`src/rtl/q2_panel.sv`:
```
// Front-panel controller: synchronizes and debounces the switches and buttons, then
// sequences clean dep/incp/start/stop strobes, each followed by a forced-low gap.
// state | meaning
// IDLE  | waiting for a request    DEP/INCP/START/STOP | strobe high    GAP | strobes held low
module q2_panel #(
    parameter int DB_CYCLES    = 16,
    parameter int PULSE_CYCLES = 4,
    parameter int GAP_CYCLES   = 2
) (
    input  logic        clk,
    input  logic        rst,
    input  logic [11:0] raw_sw,
    input  logic        raw_dep,
    input  logic        raw_incp,
    input  logic        raw_start,
    input  logic        raw_stop,
    input  logic        run,
    output logic [11:0] sw,
    output logic        dep_sw,
    output logic        incp_sw,
    output logic        start_sw,
    output logic        stop_sw,
    output logic        busy
);

    localparam int DBW  = (DB_CYCLES < 2) ? 1 : $clog2(DB_CYCLES);
    localparam int TMAX = (PULSE_CYCLES > GAP_CYCLES) ? PULSE_CYCLES : GAP_CYCLES;
    localparam int TW   = (TMAX < 2) ? 1 : $clog2(TMAX);

    localparam logic [DBW-1:0] DB_LAST    = DBW'(DB_CYCLES - 1);
    localparam logic [TW-1:0]  PULSE_LAST = TW'(PULSE_CYCLES - 1);
    localparam logic [TW-1:0]  GAP_LAST   = TW'(GAP_CYCLES - 1);

    // Button bit order: 0 dep, 1 incp, 2 start, 3 stop.
    localparam int B_DEP   = 0;
    localparam int B_INCP  = 1;
    localparam int B_START = 2;
    localparam int B_STOP  = 3;

    typedef enum logic [2:0] {
        S_IDLE,
        S_DEP,
        S_INCP,
        S_START,
        S_STOP,
        S_GAP
    } state_t;

    logic [11:0]    sw_sync1_q, sw_sync2_q;
    logic [3:0]     btn_sync1_q, btn_sync2_q;

    logic [3:0]     btn_lvl_q, btn_lvl_d;
    logic [3:0]     btn_prev_q;
    logic [3:0]     req_q, req_d;
    logic [DBW-1:0] btn_cnt_q [4];
    logic [DBW-1:0] btn_cnt_d [4];

    logic [11:0]    sw_samp_q;
    logic [11:0]    sw_stable_q, sw_stable_d;
    logic [DBW-1:0] sw_cnt_q, sw_cnt_d;

    state_t         state_q, state_d;
    logic [TW-1:0]  tmr_q, tmr_d;
    logic           auto_q, auto_d;
    logic [11:0]    sw_q, sw_d;
    logic [3:0]     strobe_q, strobe_d;
    logic           busy_q, busy_d;

    always_comb begin
        btn_lvl_d = btn_lvl_q;
        btn_cnt_d = btn_cnt_q;
        for (int i = 0; i < 4; i++) begin
            if (btn_sync2_q[i] == btn_lvl_q[i]) begin
                btn_cnt_d[i] = '0;
            end else if (btn_cnt_q[i] == DB_LAST) begin
                btn_lvl_d[i] = ~btn_lvl_q[i];
                btn_cnt_d[i] = '0;
            end else begin
                btn_cnt_d[i] = btn_cnt_q[i] + DBW'(1);
            end
        end
        // Only press edges become requests; releases are ignored.
        req_d = btn_lvl_q & ~btn_prev_q;
    end

    always_comb begin
        sw_stable_d = sw_stable_q;
        sw_cnt_d    = sw_cnt_q;
        if (sw_sync2_q != sw_samp_q) begin
            sw_cnt_d = '0;
        end else if (sw_cnt_q == DB_LAST) begin
            sw_stable_d = sw_samp_q;
        end else begin
            sw_cnt_d = sw_cnt_q + DBW'(1);
        end
    end

    always_comb begin
        state_d  = state_q;
        tmr_d    = tmr_q;
        auto_d   = auto_q;
        sw_d     = sw_q;
        strobe_d = '0;
        busy_d   = 1'b0;
        unique case (state_q)
            S_IDLE: begin
                if (req_q[B_STOP]) begin
                    state_d = S_STOP;
                    tmr_d   = PULSE_LAST;
                end else if (!run) begin
                    if (req_q[B_START]) begin
                        state_d = S_START;
                        tmr_d   = PULSE_LAST;
                    end else if (req_q[B_DEP]) begin
                        state_d = S_DEP;
                        tmr_d   = PULSE_LAST;
                        auto_d  = 1'b1;
                        sw_d    = sw_stable_q;
                    end else if (req_q[B_INCP]) begin
                        state_d = S_INCP;
                        tmr_d   = PULSE_LAST;
                    end
                end
            end
            S_DEP, S_INCP, S_START, S_STOP: begin
                if (tmr_q == '0) begin
                    state_d = S_GAP;
                    tmr_d   = GAP_LAST;
                end else begin
                    tmr_d = tmr_q - TW'(1);
                end
            end
            S_GAP: begin
                if (tmr_q != '0) begin
                    tmr_d = tmr_q - TW'(1);
                end else if (auto_q) begin
                    // Deposit auto-advances P with a trailing incp pulse.
                    state_d = S_INCP;
                    tmr_d   = PULSE_LAST;
                    auto_d  = 1'b0;
                end else begin
                    state_d = S_IDLE;
                end
            end
            default: state_d = S_IDLE;
        endcase
        strobe_d[B_DEP]   = (state_d == S_DEP);
        strobe_d[B_INCP]  = (state_d == S_INCP);
        strobe_d[B_START] = (state_d == S_START);
        strobe_d[B_STOP]  = (state_d == S_STOP);
        busy_d            = (state_d != S_IDLE);
    end

    always_ff @(posedge clk or posedge rst) begin
        if (rst) begin
            sw_sync1_q  <= '0;
            sw_sync2_q  <= '0;
            btn_sync1_q <= '0;
            btn_sync2_q <= '0;
            btn_lvl_q   <= '0;
            btn_prev_q  <= '0;
            req_q       <= '0;
            for (int i = 0; i < 4; i++) btn_cnt_q[i] <= '0;
            sw_samp_q   <= '0;
            sw_stable_q <= '0;
            sw_cnt_q    <= '0;
            state_q     <= S_IDLE;
            tmr_q       <= '0;
            auto_q      <= 1'b0;
            sw_q        <= '0;
            strobe_q    <= '0;
            busy_q      <= 1'b0;
        end else begin
            sw_sync1_q  <= raw_sw;
            sw_sync2_q  <= sw_sync1_q;
            btn_sync1_q <= {raw_stop, raw_start, raw_incp, raw_dep};
            btn_sync2_q <= btn_sync1_q;
            btn_lvl_q   <= btn_lvl_d;
            btn_prev_q  <= btn_lvl_q;
            req_q       <= req_d;
            btn_cnt_q   <= btn_cnt_d;
            sw_samp_q   <= sw_sync2_q;
            sw_stable_q <= sw_stable_d;
            sw_cnt_q    <= sw_cnt_d;
            state_q     <= state_d;
            tmr_q       <= tmr_d;
            auto_q      <= auto_d;
            sw_q        <= sw_d;
            strobe_q    <= strobe_d;
            busy_q      <= busy_d;
        end
    end

    assign sw       = sw_q;
    assign dep_sw   = strobe_q[B_DEP];
    assign incp_sw  = strobe_q[B_INCP];
    assign start_sw = strobe_q[B_START];
    assign stop_sw  = strobe_q[B_STOP];
    assign busy     = busy_q;

endmodule

```
`config.mk`:
```
export PLATFORM = sky130hd
export DESIGN_NAME = q2_panel
export DESIGN_NICKNAME = d
export VERILOG_FILES = /design/src/rtl/q2_panel.sv
export SDC_FILE = /design/constraint.sdc
export NUM_CORES = 1
export LEC_CHECK = 0
export CAP_MARGIN = 20
export CORE_MARGIN = 2
export CORE_UTILIZATION = 50
export CTS_CLUSTER_DIAMETER = 30
export DETAILED_ROUTE_END_ITERATION = 8
export PLACE_DENSITY = 0.82
export SLEW_MARGIN = 0
export SYNTH_ARGS = -nofsm -noshare
export SYNTH_HDL_FRONTEND = slang
export SYNTH_SLANG_ARGS = --single-unit
```
`constraint.sdc`:
```
create_clock -name clk -period 3.88 [get_ports clk]
set_input_delay 0.97 -clock clk [delete_from_list [all_inputs] [get_ports clk]]
set_output_delay 0.97 -clock clk [all_outputs]
set_load 0.05 [all_outputs]
```
# ---- Yosys cells after proc, flatten, opt, wreduce, memory -nomap -nowiden
# Index checks and enable logic that the tools add are counted.
# W data, S select, Z words.
dict set report totals {
  reg_bits 111
  in_bits 19
  output_inout_bits 17
}
dict set report op_classes {
  add_sub_neg 6
  n_eq_ne 28
  n_mux 34
  bitwise_logic 14
  reduce_logical 15
}
# operator n
set op_table {}
lappend op_table {{$mux W4} 10}
lappend op_table {{$mux W3} 7}
lappend op_table {{$add A4 B1 Y4 const B} 5}
lappend op_table {{$eq A4 B4 Y1 const B} 5}
lappend op_table {{$mux W2} 9}
lappend op_table {{$eq A3 B2 Y1 const B} 4}
lappend op_table {{$ne A12 B12 Y1} 1}
lappend op_table {{$ne A2 B2 Y1 const B} 6}
lappend op_table {{$not A1 Y1} 12}
lappend op_table {{$reduce_and A2 Y1} 5}
lappend op_table {{$eq A3 B3 Y1 const B} 3}
lappend op_table {{$pmux W3 S3} 1}
lappend op_table {{$eq A3 B1 Y1 const B} 2}
lappend op_table {{$ne A3 B3 Y1 const B} 2}
lappend op_table {{$pmux W2 S3} 1}
lappend op_table {{$reduce_and A6 Y1} 1}
lappend op_table {{$reduce_bool A3 Y1} 2}
lappend op_table {{$mux W1} 5}
lappend op_table {{$ne A5 B5 Y1 const B} 1}
lappend op_table {{$reduce_and A5 Y1} 1}
lappend op_table {{$and A4 B4 Y4} 1}
lappend op_table {{$eq A1 B1 Y1} 4}
lappend op_table {{$not A4 Y4} 1}
lappend op_table {{$reduce_and A4 Y1} 1}
lappend op_table {{6 further kinds} 7}

# ---- Depth between registers and ports, before layout
dict set report depth {
  word_depth 7
  mapped_depth 7
}

# ---- Worst setup path after synthesis
# OpenSTA, ideal clock, no wires.
dict set report synth_path {
  kind {input to register}
  start {in run}
  end {reg strobe_q[3]}
  setup_time_ps 119
  t_arrival_ps 1760
  required_time_ps 3761
  path_slack_ps 2001
  cell_stages 4
  path_cell_list {or3_1 o221ai_1 a22oi_1 and2_1}
}
dict set report synth_between {
  elab_chain_len 4
}
# item line_no
set synth_rtl {}
lappend synth_rtl {{start, declared} 17} ;# input logic run,
lappend synth_rtl {{$mux W3} 110} ;# end else if (!run) begin
lappend synth_rtl {{$mux W3} 107} ;# if (req_q[B_STOP]) begin
lappend synth_rtl {{$pmux W3 S3} 105} ;# unique case (state_q)
lappend synth_rtl {{$eq A3 B3 Y1} 150} ;# strobe_d[B_STOP] = (state_d == S_STOP);
lappend synth_rtl {{named net strobe_d[3]} 66} ;# logic [3:0] strobe_q, strobe_d;
lappend synth_rtl {{end signal, assigned} 189} ;# strobe_q <= strobe_d;
lappend synth_rtl {{end, declared} 66}
# The timed path passes the listed nets, and every way through them passes these cells.
# A chain may end at the register's enable or synchronous reset.

# ---- Final worst setup path
dict set report layout_path {
  start {reg sw_q[10] (netlist: sw[10])}
  end {out sw[10]}
}
# item line_no
set layout_rtl {}
lappend layout_rtl {{start, declared} 65} ;# logic [11:0] sw_q, sw_d;
lappend layout_rtl {{start signal, assigned} 188} ;# sw_q <= sw_d;
lappend layout_rtl {{end, declared} 18} ;# output logic [11:0] sw,
# No word-level cell between the ends.

==> results.txt <==
Status -> finished clean
Hold Path Class -> register to register
Total track usage -> 15.2%
Critical Path Stages -> 1
Die area -> 8790 um^2
Total core area -> 7770 um^2
Syn Area/Cell -> 14.5 um^2
Placer Congestion -> 0.749
CTS resizes -> 0
Detailed-route DRC error count -> 0
CP arrival -> 1.57 ns
Worst Clk Skew -> 0.00726 ns
1st-iter DRT viols -> 73
Number of cell rows -> 32
Share of layout cells above drive strength 1 -> 14.8%
First-pass GRT wire length -> 10.2 mm
Clock sink total -> 111
Nets -> 346
Delay-heaviest family, CP -> buffers and inverters
Worst path slowest cell -> clkdlybuf4s50_1
Fmax achieved -> 0.394 GHz
Cell area power density -> 478 nW/um^2
Via Count -> 2167
Setup_tns -> 0 ns
TritonCTS buffer count -> 9
Crit start category -> register
# port buffers -> 35
Buf/Inv on CP -> 1
Clk_lat worst skew -> 0.35 ns
Critical path peak fanout -> 2
CP Capture Type -> output port
Worst-path clk slew -> 0.10 ns
Net count after synthesis -> 303
Fillers -> 597
Final WL -> 5.79 mm
Req. time, crit path -> 2.91 ns
Die Y-Extent -> 93.7 um
Hold Crit Depth -> 0
Final hold viol count -> 0
Clk buf depth -> 2
Synth top area share -> 69.0%
Initial antenna violation count -> 0
Worst-Margin Slew -> 0.817 ns
Synthesized area -> 4030 um^2
Rel. slew slack -> 45.3%
Initial Util -> 51.8%
Iteration count of the initial detailed-routing pass -> 4
Critical path's largest stage delay -> 0.82 ns
Area of the multi-input gates -> 1180 um^2
Most frequent cells in the layout -> 111 x dfrtp_1, 35 x clkdlybuf4s50_1, 19 x mux2_2, 13 x nor2_1, 12 x xor2_1
Ranking of synthesized cells by area -> dfrtp_1 69%, mux2_2 5.3%, mux2_4 3.7%
R2R depth -> 4
Flops & latches, synth -> 111
RSZ-0062 raised after global routing -> no
Number of diodes -> 0
Synthesis-to-finish area growth -> 16.5%
Htree depth -> 3
Remaining antenna violation count -> 0
Netlist cell types -> 34
Die Span X -> 93.7 um
Cells after synthesis -> 277
Sequential area share after synthesis -> 69.0%
Setup Buffers After CTS -> 0
Largest area contributor in the netlist -> dfrtp_1
Worst VDD drop -> 226 uV
Leakage -> 0.00218 uW
CTS tree -> done
DR vias/cell -> 5.07
Final setup fails -> 0
Slew Limit Fails -> 0
Number of I/O pins -> 36
Vias in the first global route -> 2173
GRT overflow -> 0
Crit path kind -> register to output port
Largest net degree at the start of global routing -> 57
Synth warn -> 0
Clock Root Buffer -> clkbuf_8
Final worst path period share -> 65.5%
WHS -> 0.355 ns
MaxCap Viol Count -> 0
Commonest non-fill, non-tap cell in the layout -> dfrtp_1
CTS Hold Bufs -> 0
CP Cell Sequence -> clkdlybuf4s50_1
Register Area -> 2780 um^2
Final HPWL DP -> 4.12 mm
Routed WL per cell -> 13.6 um
Crit path time final -> 2.54 ns
state kept, by name (all words and copies together) (netlist names), 4 cells and up:
register	cells
sw_sync2_q	12
btn_sync2_q	4
req_q	4
btn_sync1_q	4
btn_prev_q	4
sw_samp_q	12
sw_cnt_q	4
btn_lvl_q	4
strobe_q	4
sw_stable_q	12
sw_sync1_q	12
sw	12
btn_cnt_q	16
power by group:
part	switching [uW]	total, uW	internal [uW]
sequential	66.8	1290	1230
combinational	173	302	129
clock	372	651	279
total	612	2240	1630
final timing paths:
| kind | from | endpoint | slack [ns] |
|---|---|---|---|
| max reg2reg | sw_samp_q[2] | sw_stable_q[3] | 1.51 |
| min | sw_sync1_q[9] | sw_sync2_q[9] | 0.36 |
| max in group asynchronous | rst | sw_sync1_q[10] | 2.11 |
| max | sw[10] | sw[10] | 1.34 |
| min in group asynchronous | rst | btn_cnt_q[12] | 1.05 |
| min reg2reg | sw_sync1_q[9] | sw_sync2_q[9] | 0.36 |
layout make-up:
cell class                      count  share of cell area, %
Sequential cell                   111                   59.2
Multi-Input combinational cell    151                   25.1
Timing Repair Buffer               37                   8.05
Clock buffer                       12                   3.31
Tap cell                          102                   2.72
Inverter                           10                  0.880
Clock inverter                      4                  0.773
metal layers:
metal | vias to the layer above | wire [um] | track usage [%]
li1 | 1051 | - | -
met1 | 1066 | 2680 | 20.9
met2 | 41 | 2760 | 22.9
met3 | 9 | 203 | 3.77
met4 | 0 | 136 | 7.61
met5 | - | 0 | 0
kinds of logic after synthesis:
| group | count (synthesis) | share of synthesized area, % |
|---|---|---|
| buffers and inverters | 15 | 1.80 |
| adder cells (fa/ha/maj) | 7 | 2.18 |
| flip-flops | 111 | 69.0 |
| AO/OA/AOI/OAI | 30 | 4.54 |
| AND/OR/NAND/NOR | 63 | 8.64 |
| multiplexers | 30 | 9.29 |
| XOR/XNOR | 21 | 4.57 |
through the flow:
stage | std cells | util [%] | worst slack, ns | area, um^2 | total power [uW]
2_1_floorplan | 277 | - | 1.57 | 4030 | 1520
3_3_place_gp | 411 | 57.9 | 1.36 | 4500 | 1600
3_5_place_dp | 411 | 57.9 | 1.32 | 4500 | 1620
4_1_cts | 427 | 60.4 | 1.31 | 4690 | 2270
5_1_grt | 427 | 60.4 | 1.28 | 4690 | 2370
6_report | 427 | 60.4 | 1.34 | 4690 | 2240
synthesized netlist by cell type:
library cell	n
nand2_1	6
a311oi_1	4
or3_1	1
and2_1	3
and3_1	1
ha_1	7
xor2_1	12
nor3_1	6
mux2_4	10
a31oi_1	3
nor3b_1	1
a2111oi_0	1
a221oi_1	1
clkbuf_1	2
nand4_1	2
a22oi_1	1
nor4_1	4
o21ai_0	10
nor4_2	1
dfrtp_1	111
mux2_2	19
xnor2_1	9
nand4b_1	4
nor2_1	13
inv_1	10
nand2b_1	2
buf_2	1
nor2b_1	9
nand3_1	9
and3b_1	1
o221ai_1	1
mux2i_1	1
buf_6	2
a21oi_1	9
No activity file was read; power rests on OpenSTA's default activity.
